[config.mk]
export PLATFORM = sky130hd
export DESIGN_NAME = uart_tx_serializer
export DESIGN_NICKNAME = d
export VERILOG_FILES = /design/src/rtl/uart_pkg.sv /design/src/rtl/uart_tx_fifo.sv /design/src/rtl/uart_tx_serializer.sv
export SDC_FILE = /design/constraint.sdc
export NUM_CORES = 1
export LEC_CHECK = 0
export BUFFER_PORTS_ARGS = -buffer_cell sky130_fd_sc_hd__buf_2
export CORE_MARGIN = 5
export CORE_UTILIZATION = 57
export CTS_BUF_LIST = sky130_fd_sc_hd__clkbuf_4
export CTS_CLUSTER_DIAMETER = 150
export DETAILED_ROUTE_END_ITERATION = 8
export PLACE_DENSITY = 0.89
export SYNTH_ARGS = -nofsm -noshare
export SYNTH_HDL_FRONTEND = slang
export SYNTH_SLANG_ARGS = --single-unit
[constraint.sdc]
create_clock -name clk -period 2.65 [get_ports clk]
set_clock_uncertainty 0.15 [all_clocks]
set_input_delay 0.265 -clock clk [delete_from_list [all_inputs] [get_ports clk]]
set_output_delay 0.265 -clock clk [all_outputs]
set_load 0.02 [all_outputs]
[src/rtl/uart_pkg.sv]
// Shared UART definitions: line levels, transmitter state encoding and frame length helper.
package uart_pkg;

    localparam logic UART_START_BIT  = 1'b0;
    localparam logic UART_STOP_BIT   = 1'b1;
    localparam logic UART_IDLE_LEVEL = 1'b1;

    typedef enum logic {
        TX_IDLE  = 1'b0,
        TX_SHIFT = 1'b1
    } tx_state_t;

    // Start bit + payload + stop bit.
    function automatic int frame_len(input int data_width);
        return data_width + 2;
    endfunction

endpackage

[src/rtl/uart_tx_fifo.sv]
// Synchronous first-word-fall-through FIFO holding words waiting to be framed and sent.
module uart_tx_fifo
    import uart_pkg::*;
#(
    parameter int DATA_WIDTH      = 9,
    parameter int FIFO_ADDR_WIDTH = 3
) (
    input  logic                       clk,
    input  logic                       reset,
    input  logic                       push_i,
    input  logic [DATA_WIDTH-1:0]      wdata_i,
    input  logic                       pop_i,
    output logic [DATA_WIDTH-1:0]      rdata_o,
    output logic                       full_o,
    output logic                       empty_o,
    output logic [FIFO_ADDR_WIDTH:0]   count_o
);

    localparam int DEPTH = 1 << FIFO_ADDR_WIDTH;
    localparam int CW    = FIFO_ADDR_WIDTH + 1;

    logic [DATA_WIDTH-1:0]      mem_q [DEPTH];
    logic [FIFO_ADDR_WIDTH-1:0] wr_ptr_q;
    logic [FIFO_ADDR_WIDTH-1:0] rd_ptr_q;
    logic [FIFO_ADDR_WIDTH:0]   count_q;
    logic                       do_push;
    logic                       do_pop;

    assign full_o  = (count_q == CW'(DEPTH));
    assign empty_o = (count_q == '0);
    assign count_o = count_q;
    assign rdata_o = mem_q[rd_ptr_q];

    // Requests against a full/empty FIFO are dropped here so callers need not gate them.
    assign do_push = push_i && !full_o;
    assign do_pop  = pop_i && !empty_o;

    always_ff @(posedge clk) begin
        if (do_push) begin
            mem_q[wr_ptr_q] <= wdata_i;
        end
    end

    always_ff @(posedge clk) begin
        if (reset) begin
            wr_ptr_q <= '0;
            rd_ptr_q <= '0;
            count_q  <= '0;
        end else begin
            if (do_push) begin
                wr_ptr_q <= wr_ptr_q + FIFO_ADDR_WIDTH'(1);
            end
            if (do_pop) begin
                rd_ptr_q <= rd_ptr_q + FIFO_ADDR_WIDTH'(1);
            end
            case ({do_push, do_pop})
                2'b10:   count_q <= count_q + CW'(1);
                2'b01:   count_q <= count_q - CW'(1);
                default: count_q <= count_q;
            endcase
        end
    end

endmodule

[src/rtl/uart_tx_serializer.sv]
// UART transmit front end: buffers words and shifts each out as start + LSB-first data + stop,
// paced by an external baud tick counter that it holds in reset while idle.
module uart_tx_serializer
    import uart_pkg::*;
#(
    parameter int DATA_WIDTH      = 9,
    parameter int FIFO_DEPTH      = 8,
    parameter int FIFO_ADDR_WIDTH = 3
) (
    input  logic                     clk,
    input  logic                     reset,
    input  logic [DATA_WIDTH-1:0]    transmit_data,
    input  logic                     transmit_valid,
    output logic                     transmit_ready,
    output logic [FIFO_ADDR_WIDTH:0] fifo_space,
    input  logic                     baud_clock_rising_edge,
    input  logic                     all_bits_transmitted,
    output logic                     reset_counters,
    output logic                     tx_busy,
    output logic                     serial_out
);

    localparam int FRAME = frame_len(DATA_WIDTH);
    localparam int CW    = FIFO_ADDR_WIDTH + 1;

    tx_state_t               state_q;
    logic [FRAME-1:0]        shift_q;
    logic                    reset_counters_q;
    logic                    tx_busy_q;

    logic                    fifo_push;
    logic                    fifo_pop;
    logic                    fifo_full;
    logic                    fifo_empty;
    logic [DATA_WIDTH-1:0]   fifo_rdata;
    logic [FIFO_ADDR_WIDTH:0] fifo_count;

    assign transmit_ready = !fifo_full && !reset;
    assign fifo_push      = transmit_valid && transmit_ready;
    assign fifo_pop       = (state_q == TX_IDLE) && !fifo_empty;
    assign fifo_space     = CW'(FIFO_DEPTH) - fifo_count;

    uart_tx_fifo #(
        .DATA_WIDTH      (DATA_WIDTH),
        .FIFO_ADDR_WIDTH (FIFO_ADDR_WIDTH)
    ) u_fifo (
        .clk     (clk),
        .reset   (reset),
        .push_i  (fifo_push),
        .wdata_i (transmit_data),
        .pop_i   (fifo_pop),
        .rdata_o (fifo_rdata),
        .full_o  (fifo_full),
        .empty_o (fifo_empty),
        .count_o (fifo_count)
    );

    // The shift register doubles as the TX output flop; bit 0 is always on the line.
    always_ff @(posedge clk) begin
        if (reset) begin
            state_q          <= TX_IDLE;
            shift_q          <= {FRAME{UART_IDLE_LEVEL}};
            reset_counters_q <= 1'b1;
            tx_busy_q        <= 1'b0;
        end else begin
            case (state_q)
                TX_IDLE: begin
                    if (!fifo_empty) begin
                        state_q          <= TX_SHIFT;
                        shift_q          <= {UART_STOP_BIT, fifo_rdata, UART_START_BIT};
                        reset_counters_q <= 1'b0;
                        tx_busy_q        <= 1'b1;
                    end else begin
                        shift_q          <= {FRAME{UART_IDLE_LEVEL}};
                        reset_counters_q <= 1'b1;
                        tx_busy_q        <= 1'b0;
                    end
                end
                TX_SHIFT: begin
                    // End of frame takes priority over the final baud tick.
                    if (all_bits_transmitted) begin
                        state_q          <= TX_IDLE;
                        shift_q          <= {FRAME{UART_IDLE_LEVEL}};
                        reset_counters_q <= 1'b1;
                        tx_busy_q        <= 1'b0;
                    end else if (baud_clock_rising_edge) begin
                        shift_q <= {UART_IDLE_LEVEL, shift_q[FRAME-1:1]};
                    end
                end
                default: begin
                    state_q          <= TX_IDLE;
                    shift_q          <= {FRAME{UART_IDLE_LEVEL}};
                    reset_counters_q <= 1'b1;
                    tx_busy_q        <= 1'b0;
                end
            endcase
        end
    end

    assign reset_counters = reset_counters_q;
    assign tx_busy        = tx_busy_q;
    assign serial_out     = shift_q[0];

endmodule

==> metrics.txt <==
Slew Limit Fails 0; postcts setup bufs 0; buffers and inverters on the worst path 2; Max-slew headroom 53.7%; die height 93.4 µm; Fmax 396 MHz; share of cells above drive strength 1 21.0%; CTS clk-pin slew, worst paths 0.14 ns; GRT Resource Usage Total 18.1%; core area 6790 µm²; Final Cycle Share 95.4%; hold path depth 4; Post-Place Worst Slack -0.00235 ns; Starting DRT DRC Count 160; CTS sink count 98; crit path DAT 2.75 ns; worst-path fanout max 4; CP Capture Type flip-flop; DRC viols 0; cells along the critical path inv_1 > ha_1 > nor3b_2 > or2_4 > inv_4 > ha_4 > xor2_1 > ha_1 > a21oi_1 > xor2_1 > or3_1 > a21oi_1; RSZ-0062 raised after global routing no; overall die width 93.4 µm; Rows 30; Detail Route Antenna Nets 0; Worst Setup Start Kind flip-flop; Critical Path Slowest Stage Cell dfxtp_2; Yosys reg bits 98; Total Neg Setup Slack 0 ns; routed vias 2315; reg2reg path depth 12; GP Congestion 0.807; latest clock arrival within the worst-skew pair 0.43 ns; routed len/inst 18.2 µm; setup ws final 0.122 ns; CTS H-tree lvls 3; Seq/Total Area, Yosys 67.7%; worst slew pin tran 0.692 ns; Final Hold Viols 0; Setup-failing EPs final 0; syn_area_per_cell 14.8 µm²; Largest stage delay, worst path 0.36 ns; synth warn 0; Max VDD drop 0.487 mV; status complete, no violations; CTS Buf Count 9; pin count of the biggest net entering global routing 27; clock tree root buffer cell clkbuf_4; final wirelength 7.47 mm; Final min period 2.53 ns; stages on the worst setup path 12; synthesis-to-layout area growth 14.0%; Port Buf Inserts 21; Critical Path RT 2.87 ns; vias in the first global route 2308; most frequent cells in the layout edfxtp_1, a21oi_1, dfxtp_1; Max clock buf depth 2; Leakage 1.57 nW; Synth Cell Area 3960 µm²; # diodes 0; Syn Nets 287; Final HPWL DP 4.80 mm; Gate Count Post-Synth 267; commonest non-fill, non-tap cell in the layout edfxtp_1; number of max-cap violations 0; CTS tree built; initial core utilization 58.3%; DRT Pass-1 Iters 4; CP Class reg -> reg; library cells used by synthesis 38; Die ar. 8720 µm²; I/O Pins 22; cell area power density 934 nW/µm²; nets@finish 330; global route total overflow 0; Min Hold Slack 0.0644 ns; HP Class in -> reg; CP top delay family simple AND/OR/NAND/NOR gates; first-pass GRT wire length 11.6 mm; Via-to-Cell Ratio 5.63; initial antenna violation count 0
[metal layers]
| metal | track usage [%] | share of wire [%] |
|---|---|---|
| met1 | 22.3 | 40 |
| met2 | 31.4 | 52 |
| met3 | 3.30 | 6.0 |
| met5 | 0 | 0 |
| met4 | 7.45 | 1.7 |
[synth_stat cells, drive strengths merged]
master  instances  area (µm²)
edfxtp         72        2160
dfxtp          26         521
a21oi          24         120
mux2i          18         180
nor2           15        56.3
nor2b          12        75.1
nor3           11        60.1
o21ai          11        55.1
mux4           10         255
buf             9        75.1
o22ai           8        50.1
ha              6        75.1
nand2           6        22.5
inv             5        18.8
xor2            5        43.8
clkbuf          4        18.8
nand2b          4        25.0
nand3           4        20.0
xnor2           3        26.3
nor3b           2        15.0
or2             2        12.5
or3             2        12.5
a31oi           1        6.26
a32oi           1        8.76
and2            1        6.26
mux2            1        11.3
nand3b          1        7.51
nand4           1        6.26
o21a            1        7.51
o32ai           1        8.76
[timing repair]
item	in CTS	in global routing
hold buffers	10	0
pin swaps	0	1
endpoints found under the hold margin	73	0
resized for setup	2	10
cloned	0	0
endpoints found under the setup margin	2	2
[where the power goes]
part / switching [mW] / total [mW] / internal, mW / leakage, nW
Clock: 0.470 / 0.851 / 0.381 / 0.0819
Combinational: 0.778 / 1.46 / 0.683 / 0.627
Sequential: 0.113 / 1.91 / 1.79 / 0.864
[sequential cells by signal, indices dropped and copies added (netlist names), named ones only]
| signal | count |
|---|---|
| tx_busy | 1 |
| state_q | 1 |
| u_fifo.count_o | 4 |
| u_fifo.rd_ptr_q | 3 |
| u_fifo.wr_ptr_q | 3 |
| reset_counters | 1 |
| shift_q | 10 |
| u_fifo.mem_q | 72 |
[worst min-delay path, stage by stage]
cell and delay [ns]:
buf_2 0.10, inv_1 0.09, nand3_1 0.10, nand2_1 0.06
[cells by family (layout without fill, tap and decap cells)]
family,after synthesis,in the layout,synth area share (%)
mux,29,29,11.3
xor+xnor,8,8,1.77
fa+ha+maj,6,6,1.89
flops,98,98,67.7
simple gates,61,61,8.05
buf+inv,18,66,2.84
compound gates,47,47,6.47
[path summary, 6_finish.rpt]
path	startpoint	end	slack, ns
max reg2reg	u_fifo.count_o[0]	u_fifo.count_o[2]	0.12
min reg2reg	reset_counters	reset_counters	0.33
max	u_fifo.count_o[0]	u_fifo.count_o[2]	0.12
min	reset	u_fifo.wr_ptr_q[1]	0.06
[per-stage QoR]
step	std cells	util (%)	area (µm²)	total power, mW
5_1_grt	411	66.5	4520	4.45
4_1_cts	411	65.7	4460	4.09
6_report	411	66.5	4520	4.22
2_1_floorplan	267	-	3960	2.91
3_3_place_gp	385	61.8	4200	3.15
3_5_place_dp	385	61.8	4200	3.23
[area by class of cell]
type	instances	area, µm²
sequential	98	2690
fill	475	2280
multi-input combinational	151	1220
timing repair buffer	45	310
tap	96	120
clock inverter	7	93.8
clock buffer	9	67.6
inverter	5	21.3
No activity file was read; power rests on OpenSTA's default activity.
